<file path="config.mk">
export PLATFORM = sky130hd
export DESIGN_NAME = my_mac_pipe_flat
export DESIGN_NICKNAME = d
export VERILOG_FILES = /design/src/rtl/my_mac_pipe_if.sv /design/src/rtl/my_mac_pipe.sv /design/src/flat_wrapper.sv
export SDC_FILE = /design/constraint.sdc
export NUM_CORES = 1
export LEC_CHECK = 0
export BUFFER_PORTS_ARGS = -buffer_cell sky130_fd_sc_hd__buf_4
export CAP_MARGIN = 20
export CORE_ASPECT_RATIO = 1.75
export CORE_MARGIN = 2
export CORE_UTILIZATION = 60
export DETAILED_ROUTE_END_ITERATION = 7
export HOLD_SLACK_MARGIN = 0.02
export PLACE_DENSITY = 0.8
export SYNTH_ARGS = -nofsm -noshare
export SYNTH_HDL_FRONTEND = slang
export SYNTH_SLANG_ARGS = --single-unit
</file>
<file path="constraint.sdc">
create_clock -name clk -period 7.6 [get_ports clk]
set_input_delay 1.52 -clock clk [delete_from_list [all_inputs] [get_ports clk]]
set_output_delay 1.52 -clock clk [all_outputs]
set_load 0.05 [all_outputs]
</file>
<file path="src/rtl/my_mac_pipe_if.sv">
// my_mac_pipe_if: operand/result valid-ready bundle for my_mac_pipe.
interface my_mac_pipe_if #(
  parameter int DATA_W = 8,
  parameter int ACC_W = 24
);
  logic in_valid, in_ready, acc_mode, acc_first, out_valid, out_ready, ovf;
  logic [DATA_W-1:0] a, b, c;
  logic [ACC_W-1:0] p;
  modport master (
    output in_valid, a, b, c, acc_mode, acc_first, out_ready,
    input in_ready, p, out_valid, ovf
  );
  modport slave (
    input in_valid, a, b, c, acc_mode, acc_first, out_ready,
    output in_ready, p, out_valid, ovf
  );
endinterface

</file>
<file path="src/rtl/my_mac_pipe.sv">
// my_mac_pipe: 2-stage multiply-add/accumulate with valid/ready on both sides.
// Optional MY_MAC_SATURATE_EN clamps results on overflow instead of wrapping.
module my_mac_pipe #(
  parameter int DATA_W = 8,
  parameter int ACC_W = 24,
  parameter int SIGNED = 0
) (
  input logic clk,
  input logic resetn,
  my_mac_pipe_if.slave bus
);
  localparam int PW = 2 * DATA_W;
  localparam bit SG = (SIGNED != 0);
  logic s1_valid_q, s1_valid_d, mode_q, mode_d, first_q, first_d;
  logic out_valid_q, out_valid_d, ovf_q, ovf_d, ovf_n, s1_en, s2_en, load;
  logic [PW-1:0] prod_q, prod_d, a_x, b_x;
  logic [ACC_W-1:0] c_q, c_d, acc_q, acc_d, p_q, p_d, prod_ext, addend, res;
  logic [ACC_W:0] sum;
`ifdef MY_MAC_SATURATE_EN
  logic [ACC_W-1:0] sat;
`endif
  assign s2_en = !out_valid_q || bus.out_ready;
  assign s1_en = !s1_valid_q || s2_en;
  assign load = s2_en && s1_valid_q;
  assign bus.in_ready = s1_en;
  assign bus.out_valid = out_valid_q;
  assign bus.p = p_q;
  assign bus.ovf = ovf_q;
  always_comb begin
    a_x = SG ? PW'($signed(bus.a)) : PW'(bus.a);
    b_x = SG ? PW'($signed(bus.b)) : PW'(bus.b);
    s1_valid_d = s1_en ? bus.in_valid : s1_valid_q;
    prod_d = s1_en ? a_x * b_x : prod_q;
    c_d = s1_en ? (SG ? ACC_W'($signed(bus.c)) : ACC_W'(bus.c)) : c_q;
    mode_d = s1_en ? bus.acc_mode : mode_q;
    first_d = s1_en ? bus.acc_first : first_q;
    prod_ext = SG ? ACC_W'($signed(prod_q)) : ACC_W'(prod_q);
    addend = (mode_q && !first_q) ? acc_q : c_q;
    sum = {1'b0, addend} + {1'b0, prod_ext};
    // signed overflow: like-signed operands producing an opposite-signed sum
    ovf_n = SG ? (addend[ACC_W-1] == prod_ext[ACC_W-1]) && (sum[ACC_W-1] != addend[ACC_W-1])
               : sum[ACC_W];
`ifdef MY_MAC_SATURATE_EN
    sat = SG ? {addend[ACC_W-1], {(ACC_W-1){!addend[ACC_W-1]}}} : '1;
    res = ovf_n ? sat : sum[ACC_W-1:0];
`else
    res = sum[ACC_W-1:0];
`endif
    out_valid_d = s2_en ? s1_valid_q : out_valid_q;
    p_d = load ? res : p_q;
    ovf_d = load ? ovf_n : ovf_q;
    acc_d = (load && mode_q) ? res : acc_q;
  end
  always_ff @(posedge clk) begin
    if (!resetn) begin
      s1_valid_q <= 1'b0;
      prod_q <= '0;
      c_q <= '0;
      mode_q <= 1'b0;
      first_q <= 1'b0;
      out_valid_q <= 1'b0;
      p_q <= '0;
      ovf_q <= 1'b0;
      acc_q <= '0;
    end else begin
      s1_valid_q <= s1_valid_d;
      prod_q <= prod_d;
      c_q <= c_d;
      mode_q <= mode_d;
      first_q <= first_d;
      out_valid_q <= out_valid_d;
      p_q <= p_d;
      ovf_q <= ovf_d;
      acc_q <= acc_d;
    end
  end
endmodule

</file>
<file path="src/flat_wrapper.sv">
// flat-port wrapper written by rule: the top's interface ports become plain ports
module my_mac_pipe_flat 
#(
  parameter int DATA_W = 8,
  parameter int ACC_W = 24,
  parameter int SIGNED = 0
)
  (clk, resetn, bus_in_valid, bus_a, bus_b, bus_c, bus_acc_mode, bus_acc_first, bus_out_ready, bus_in_ready, bus_p, bus_out_valid, bus_ovf);
  my_mac_pipe_if #(.DATA_W(DATA_W), .ACC_W(ACC_W)) bus_i ();
  input logic clk;
  input logic resetn;
  input wire logic [$bits(bus_i.in_valid)-1:0] bus_in_valid;
  input wire logic [$bits(bus_i.a)-1:0] bus_a;
  input wire logic [$bits(bus_i.b)-1:0] bus_b;
  input wire logic [$bits(bus_i.c)-1:0] bus_c;
  input wire logic [$bits(bus_i.acc_mode)-1:0] bus_acc_mode;
  input wire logic [$bits(bus_i.acc_first)-1:0] bus_acc_first;
  input wire logic [$bits(bus_i.out_ready)-1:0] bus_out_ready;
  output wire logic [$bits(bus_i.in_ready)-1:0] bus_in_ready;
  output wire logic [$bits(bus_i.p)-1:0] bus_p;
  output wire logic [$bits(bus_i.out_valid)-1:0] bus_out_valid;
  output wire logic [$bits(bus_i.ovf)-1:0] bus_ovf;
  assign bus_i.in_valid = bus_in_valid;
  assign bus_i.a = bus_a;
  assign bus_i.b = bus_b;
  assign bus_i.c = bus_c;
  assign bus_i.acc_mode = bus_acc_mode;
  assign bus_i.acc_first = bus_acc_first;
  assign bus_i.out_ready = bus_out_ready;
  assign bus_in_ready = bus_i.in_ready;
  assign bus_p = bus_i.p;
  assign bus_out_valid = bus_i.out_valid;
  assign bus_ovf = bus_i.ovf;
  my_mac_pipe #(.DATA_W(DATA_W), .ACC_W(ACC_W), .SIGNED(SIGNED)) u_core (.clk(clk), .resetn(resetn), .bus(bus_i));
endmodule
</file>
==> results of run 1 <==
[power breakdown]
| part | switching, mW | total, mW | internal, mW |
|---|---|---|---|
| combinational | 0.422 | 0.705 | 0.283 |
| clock | 0.167 | 0.439 | 0.272 |
| sequential | 0.0256 | 0.472 | 0.447 |
| total | 0.615 | 1.62 | 1.00 |
[tightest hold or removal path, stage by stage (launching register included)]
cell and delay, ns:
sky130_fd_sc_hd__dfxtp_1 0.31, sky130_fd_sc_hd__nand2_1 0.05, sky130_fd_sc_hd__a21oi_1 0.05
[stage by stage]
stage          setup WS, ns  util (%)  hold WS, ns  area, um2
2_1_floorplan          2.23         -        0.427       6260
3_3_place_gp           1.98      65.7        0.437       6730
3_5_place_dp           1.90      65.7        0.446       6730
4_1_cts                2.26      68.8        0.454       7040
5_1_grt                2.02      68.8        0.473       7040
6_report               2.28      68.8        0.453       7040
[worst min path at each step]
stage	startpoint	end	slack, ns	depth (start not counted)
6_report	u_core.bus.ovf$_SDFFE_PN0P_	u_core.bus.ovf$_SDFFE_PN0P_	0.45	2
4_1_cts	u_core.acc_q[14]$_SDFFE_PN0P_	u_core.acc_q[14]$_SDFFE_PN0P_	0.45	2
3_5_place_dp	u_core.c_q[6]$_SDFFE_PN0P_	u_core.c_q[6]$_SDFFE_PN0P_	0.45	2
2_1_floorplan	u_core.acc_q[14]$_SDFFE_PN0P_	u_core.acc_q[14]$_SDFFE_PN0P_	0.43	2
3_3_place_gp	u_core.acc_q[10]$_SDFFE_PN0P_	u_core.acc_q[10]$_SDFFE_PN0P_	0.44	2
5_1_grt	u_core.bus.ovf$_SDFFE_PN0P_	u_core.bus.ovf$_SDFFE_PN0P_	0.47	2
[area by class of cell]
type / instances / area share, %
clock buffers: 11 / 3.59
clock inverters: 5 / 0.835
inverters: 55 / 2.93
multi-input cells: 608 / 61.8
flip-flops and latches: 77 / 21.9
well taps: 127 / 2.26
repair buffers: 63 / 6.72
[synthesized netlist by cell type (all sizes together), types with 3 or more instances]
master,number
o2111ai,3
and3,12
nor2b,6
o21ai,25
a21o,12
o211ai,9
xnor2,11
nor2,32
nand3b,3
o21bai,4
or2,4
nand3,38
ha,52
o21a,9
a31o,3
a211o,3
nor3,13
buf,9
clkbuf,27
or3,7
a211oi,9
xor2,4
o31ai,4
inv,54
dfxtp,77
mux2i,3
and2,63
a31oi,12
fa,37
nand4,10
nand2,130
a21oi,67
[sequential cells by signal (all words and copies together) (netlist names)]
| signal | flops |
|---|---|
| u_core.first_q | 1 |
| u_core.bus.ovf | 1 |
| u_core.prod_q | 16 |
| u_core.c_q | 8 |
| u_core.bus.out_valid | 1 |
| u_core.mode_q | 1 |
| u_core.s1_valid_q | 1 |
| u_core.bus.p | 24 |
| u_core.acc_q | 24 |
[metal layers]
| layer | routed length [um] | vias up |
|---|---|---|
| met5 | 0 | - |
| met4 | 876 | 0 |
| met3 | 630 | 60 |
| met2 | 8590 | 194 |
| met1 | 5620 | 2696 |
| li1 | - | 2752 |
[kinds of logic (layout without fill, tap and decap cells)]
group           count (synthesis)  count (layout)  synth area share [%]
fa+ha+maj                      89              89                  22.2
mux                             3               3                 0.480
buf+inv                        91             134                  5.90
compound gates                173             173                  18.3
simple gates                  328             328                  26.4
flops                          77              77                  24.6
xor+xnor                       15              15                  2.10
==> insert_results.sql, run 1 <==
INSERT INTO impl_metrics (metric_group, metric, value, unit) VALUES
('floorplan', 'top_ports', '57', ''),
('yosys', 'most_frequently_used_flop_master_after_synthesis', 'sky130_fd_sc_hd__dfxtp_1', ''),
('sta', 'finalClockSkew', '0.00715', 'ns'),
('routing', 'routedWlPerCell', '16.6', 'um'),
('global_route', 'grt_first_pass_wirelength', '25.8', 'mm'),
('placed_design', 'total_instance_count_after_detailed_placement', '930', ''),
('sta', 'worst_pin_slew', '0.718', 'ns'),
('global_route', 'grt_start_max_net_pins', '48', ''),
('yosys', 'ys_seq_area_share', '24.6', '%'),
('worst_setup_path', 'start_kind', 'input pin', ''),
('yosys', 'number_of_distinct_library_cell_variants_in_the_gate_level_netlist_after_synthesis', '69', ''),
('worst_setup_path', 'cpMaxStageDelayCell', 'sky130_fd_sc_hd__fa_1', ''),
('run_status', 'run_status', 'finished clean', ''),
('yosys', 'synth-seq-cells', '77', ''),
('routing', 'drc', '0', ''),
('worst_setup_path', 'critical_path_end', 'u_core.prod_q[15]$_SDFFE_PN0P_', ''),
('clock_network', 'tritoncts_clock_tree', 'done', ''),
('sta', 'hold_viol', '0', ''),
('cells_and_area', 'finalNonFillerCells', '946', ''),
('floorplan', 'row_count', '49', ''),
('power', 'post-layout-total-power', '1.62', 'mW'),
('worst_setup_path', 'worstSetupStartpoint', 'bus_b[7]', ''),
('clock_network', 'post_cts_resized', '0', ''),
('floorplan', 'core_area', '10200', 'um2'),
('worst_setup_path', 'cpMostUsedCell', 'sky130_fd_sc_hd__fa_1', ''),
('cells_and_area', 'antenna_cells', '0', ''),
('global_route', 'grt_antenna_before_repair', '0', ''),
('worst_setup_path', 'crit_path_end_kind', 'flip-flop', ''),
('sta', 'fmax', '188', 'MHz'),
('yosys', 'synth_warnings', '0', ''),
('yosys', 'synthesis.nets', '895', ''),
('worst_setup_path', 'r2r.worst_path.cells', '11', ''),
('worst_setup_path', 'critPathKind', 'in2reg', ''),
('sta', 'slew_headroom', '52.2', '%'),
('global_route', 'groute.layer.met2.usage', '53.6', '%'),
('routing', 'via_per_inst', '6.03', ''),
('floorplan', 'initial_core_util', '61.1', '%'),
('worst_setup_path', 'cpPeakStageDelay', '0.54', 'ns'),
('clock_network', 'cts_post_setup_buffers_inserted', '0', ''),
('yosys', 'syn_area', '6260', 'um2'),
('sta', 'setup_failing_eps_final', '0', ''),
('yosys', 'post_synth_main_area_contributors', 'sky130_fd_sc_hd__dfxtp_1, sky130_fd_sc_hd__fa_1, sky130_fd_sc_hd__ha_1', ''),
('placed_design', 'portBuffers', '56', ''),
('global_route', 'grt_overall_usage', '29.1', '%'),
('clock_network', 'clock_sink_count', '77', ''),
('sta', 'layout_worst_path_cycle_share', '70.0', '%'),
('routing', 'dr_total_vias', '5702', ''),
('worst_setup_path', 'crit_family', 'adder cells', ''),
('cells_and_area', 'footprint_of_the_flip_flops_and_latches', '1540', 'um2'),
('sta', 'slew_viol_final', '0', ''),
('yosys', 'synth_cells', '776', ''),
('run', 'drv_cap', '0', ''),
('clock_network', 'cts.htree.levels', '3', ''),
('global_route', 'grt_remaining_overflow', '0', ''),
('floorplan', 'die_height', '139', 'um'),
('hold_path', 'worst_hold_path_type', 'reg2reg', ''),
('clock_network', 'max-clock-path-buffers', '2', ''),
('worst_setup_path', 'reg2reg_to', 'u_core.bus.ovf$_SDFFE_PN0P_', ''),
('cells_and_area', 'nFillCells', '814', ''),
('worst_setup_path', 'worst-endpoint-required', '7.87', 'ns'),
('sta', 'rsz_0062_raised_after_global_routing', 'false', ''),
('floorplan', 'floorplan.die.width', '81.2', 'um'),
('routing', 'route.final.wire_length', '15.7', 'mm'),
('placed_design', 'dp.final_hpwl', '12.0', 'mm'),
('yosys', 'synth_async_sr_flop_share', '0', '%'),
('worst_setup_path', 'crit_fanout', '8', ''),
('power', 'power-per-cell-area', '229', 'nW/um2'),
('yosys', 'synth_largest_type_area_fraction', '24.6', '%'),
('worst_setup_path', 'cp_num_cells', '15', ''),
('cells_and_area', 'most_common_cell_after_layout_fill_and_taps_aside', 'sky130_fd_sc_hd__nand2_1', ''),
('global_route', 'grt_busiest_layer', 'met2', '');
Power figures use the tool's default switching activity.
==> run 2: changes to the inputs <==
==> constraint.sdc (replaced) <==
create_clock -name clk -period 5.14 [get_ports clk]
set_input_delay 1.028 -clock clk [delete_from_list [all_inputs] [get_ports clk]]
set_output_delay 1.028 -clock clk [all_outputs]
set_load 0.05 [all_outputs]
==> run 2 against run 1 <==
  * Register-to-register slack worse by 2.5 ns
  * Flip-flop and latch count stayed put
  * Non-clock buffer count is 13 higher
  * Global-route usage is 0.20 points higher
  * Sequential share of layout area is 0.36 points lower
==> insert_results.sql, run 2 (synthesized netlist as in run 1, its figures left out) <==
INSERT INTO impl_metrics (metric_group, metric, value, unit) VALUES
('routing', 'drt_first_pass_iters', '5', ''),
('global_route', 'gr-usage-met1', '29.3', '%'),
('worst_setup_path', 'critical_path.n_buffers_inverters', '5', ''),
('power', 'leakagePower', '3.24', 'nW'),
('floorplan', 'floorplan.die.width', '81.2', 'um'),
('clock_network', 'number_of_buffers_added_by_the_clock_tree_synthesis_step', '9', ''),
('placed_design', 'gpl.final_weighted_congestion', '0.868', ''),
('clock_network', 'clock_sink_count', '77', ''),
('global_route', 'grt_first_pass_wirelength', '26.1', 'mm'),
('floorplan', 'die_outline_area', '11300', 'um2'),
('routing', 'dr_total_vias', '5734', ''),
('cells_and_area', 'fin_nets', '946', ''),
('placed_design', 'portBuffers', '56', ''),
('placed_design', 'total_instance_count_after_detailed_placement', '943', ''),
('worst_setup_path', 'worst-endpoint-required', '5.40', 'ns'),
('sta', 'post-route-min-period', '4.84', 'ns'),
('clock_network', 'clock_pin_slew_on_the_worst_setup_and_hold_paths', '0.06', 'ns'),
('cells_and_area', 'final_cell_mix', 'sky130_fd_sc_hd__nand2_1, sky130_fd_sc_hd__dfxtp_1, sky130_fd_sc_hd__buf_4', ''),
('floorplan', 'row_count', '49', ''),
('power', 'power-per-cell-area', '344', 'nW/um2'),
('floorplan', 'core_area', '10200', 'um2'),
('clock_network', 'insertion_delay', '0.34', 'ns'),
('worst_setup_path', 'crit_family', 'adder cells', ''),
('sta', 'layout_worst_path_cycle_share', '94.2', '%'),
('sta', 'rsz_0062_raised_after_global_routing', 'false', ''),
('power', 'vdd_ir_max', '0.263', 'mV'),
('worst_setup_path', 'crit_fanout', '7', ''),
('routing', 'drc', '0', ''),
('clock_network', 'cts_post_setup_buffers_inserted', '0', ''),
('clock_network', 'cts_root_buf', 'sky130_fd_sc_hd__clkbuf_16', ''),
('sta', 'fmax', '206', 'MHz'),
('sta', 'slew_viol_final', '0', ''),
('hold_path', 'worst_hold_path_type', 'reg2reg', ''),
('run_status', 'run_status', 'finished clean', ''),
('cells_and_area', 'fraction_of_final_layout_cells_with_drive_strength_greater_than_1', '14.4', '%'),
('global_route', 'number_of_global_route_vias_before_repair', '5832', ''),
('worst_setup_path', 'worstPathCellList', 'buf_4, buf_4, nand2_1, fa_1, fa_1, inv_1, fa_1, inv_1, fa_1, inv_1, ha_1, o21a_1, o31ai_1, a211oi_1, nor3_1, or3b_1, a21oi_1', ''),
('sta', 'worst_pin_slew', '0.899', 'ns'),
('sta', 'finalHoldWorstSlack', '0.453', 'ns'),
('clock_network', 'cts.hold.buffers_added', '0', ''),
('worst_setup_path', 'cpPeakStageDelay', '0.55', 'ns'),
('floorplan', 'die_height', '139', 'um'),
('global_route', 'grt_overall_usage', '29.3', '%'),
('global_route', 'groute.layer.met2.usage', '55.9', '%'),
('cells_and_area', 'antenna_cells', '0', ''),
('cells_and_area', 'nFillCells', '860', ''),
('worst_setup_path', 'start_kind', 'input pin', ''),
('worst_setup_path', 'cpMaxStageDelayCell', 'sky130_fd_sc_hd__fa_1', ''),
('routing', 'route.final.wire_length', '15.8', 'mm'),
('cells_and_area', 'most_common_cell_after_layout_fill_and_taps_aside', 'sky130_fd_sc_hd__nand2_1', ''),
('sta', 'hold_viol', '0', ''),
('sta', 'slew_headroom', '39.9', '%'),
('floorplan', 'initial_core_util', '61.1', '%'),
('global_route', 'grt_busiest_layer', 'met2', ''),
('clock_network', 'post_cts_resized', '0', ''),
('run', 'drv_cap', '0', ''),
('global_route', 'grt_start_max_net_pins', '58', ''),
('global_route', 'grt.met3_usage', '3.45', '%'),
('sta', 'finalClockSkew', '0.00588', 'ns'),
('clock_network', 'cts.htree.levels', '3', ''),
('global_route', 'grt_antenna_before_repair', '0', ''),
('cells_and_area', 'stdcell_area', '7160', 'um2'),
('worst_setup_path', 'critPathKind', 'in2reg', ''),
('worst_setup_path', 'crit_path_end_kind', 'flip-flop', ''),
('placed_design', 'placed_area', '6830', 'um2'),
('routing', 'routedWlPerCell', '16.4', 'um'),
('clock_network', 'tritoncts_clock_tree', 'done', ''),
('floorplan', 'top_ports', '57', ''),
('routing', 'via_per_inst', '5.98', ''),
('cells_and_area', 'finalCoreUtilization', '69.9', '%'),
('sta', 'setup_failing_eps_final', '0', ''),
('worst_setup_path', 'cp_data_arrival_time', '5.11', 'ns'),
('routing', 'route.antenna.remaining_nets', '0', ''),
('routing', 'dr.first_iter.drc_count', '355', ''),
('power', 'post-layout-total-power', '2.46', 'mW'),
('placed_design', 'dp.final_hpwl', '12.0', 'mm'),
('global_route', 'grt_remaining_overflow', '0', ''),
('clock_network', 'max-clock-path-buffers', '2', ''),
('cells_and_area', 'finalNonFillerCells', '959', ''),
('cells_and_area', 'area_delta_synth_final', '14.4', '%'),
('worst_setup_path', 'cpMostUsedCell', 'sky130_fd_sc_hd__fa_1', '');
[run 2: cell types whose count changed in the layout (fill, tap and decap cells not counted), sizes merged]
cell	before	now
buf	63	76
clkinvlp	2	0
inv	54	56
clkbuf	11	10
bufinv	1	2
[run 2: metal layers]
metal | up-vias | share of wire (%) | routed length (um)
li1 | 2781 | - | -
met1 | 2713 | 36 | 5750
met2 | 183 | 55 | 8720
met3 | 57 | 3.5 | 557
met4 | 0 | 4.7 | 734
met5 | - | 0 | 0
[run 2: worst min-delay path, cell delays in order, from the launching register on]
cell and delay [ns]:
sky130_fd_sc_hd__dfxtp_1 0.31, sky130_fd_sc_hd__nand2_1 0.05, sky130_fd_sc_hd__a21oi_1 0.05
[run 2: final timing paths]
check | from | endpoint | slack, ns | depth (start not counted)
worst min-delay path | u_core.c_q[7]$_SDFFE_PN0P_ | u_core.c_q[7]$_SDFFE_PN0P_ | 0.45 | 2
worst max register to register | u_core.first_q$_SDFFE_PN0P_ | u_core.bus.ovf$_SDFFE_PN0P_ | 1.76 | 11
worst min register to register | u_core.c_q[7]$_SDFFE_PN0P_ | u_core.c_q[7]$_SDFFE_PN0P_ | 0.45 | 2
worst max-delay path | bus_a[1] | u_core.prod_q[11]$_SDFFE_PN0P_ | 0.30 | 17
[run 2: stage by stage]
stage	TNS, ns	setup slack [ns]
floorplan	0	0.263
global placement	0	0.0603
detailed placement	-0.0468	-0.0287
CTS	0	0.320
global route	0	0.0402
finish	0	0.297
[run 2: layout make-up]
type | instances | area, um2 | share of cell area [%]
repair buffers | 76 | 571 | 7.97
flip-flops and latches | 77 | 1540 | 21.5
inverters | 55 | 206 | 2.88
well taps | 127 | 159 | 2.22
clock buffers | 10 | 239 | 3.34
clock inverters | 6 | 93.8 | 1.31
multi-input cells | 608 | 4350 | 60.7
[run 2: power by group]
group | internal [mW] | total [mW] | switching (mW)
clock | 0.443 | 0.699 | 0.256
sequential | 0.660 | 0.700 | 0.0399
combinational | 0.436 | 1.06 | 0.627
total | 1.54 | 2.46 | 0.923
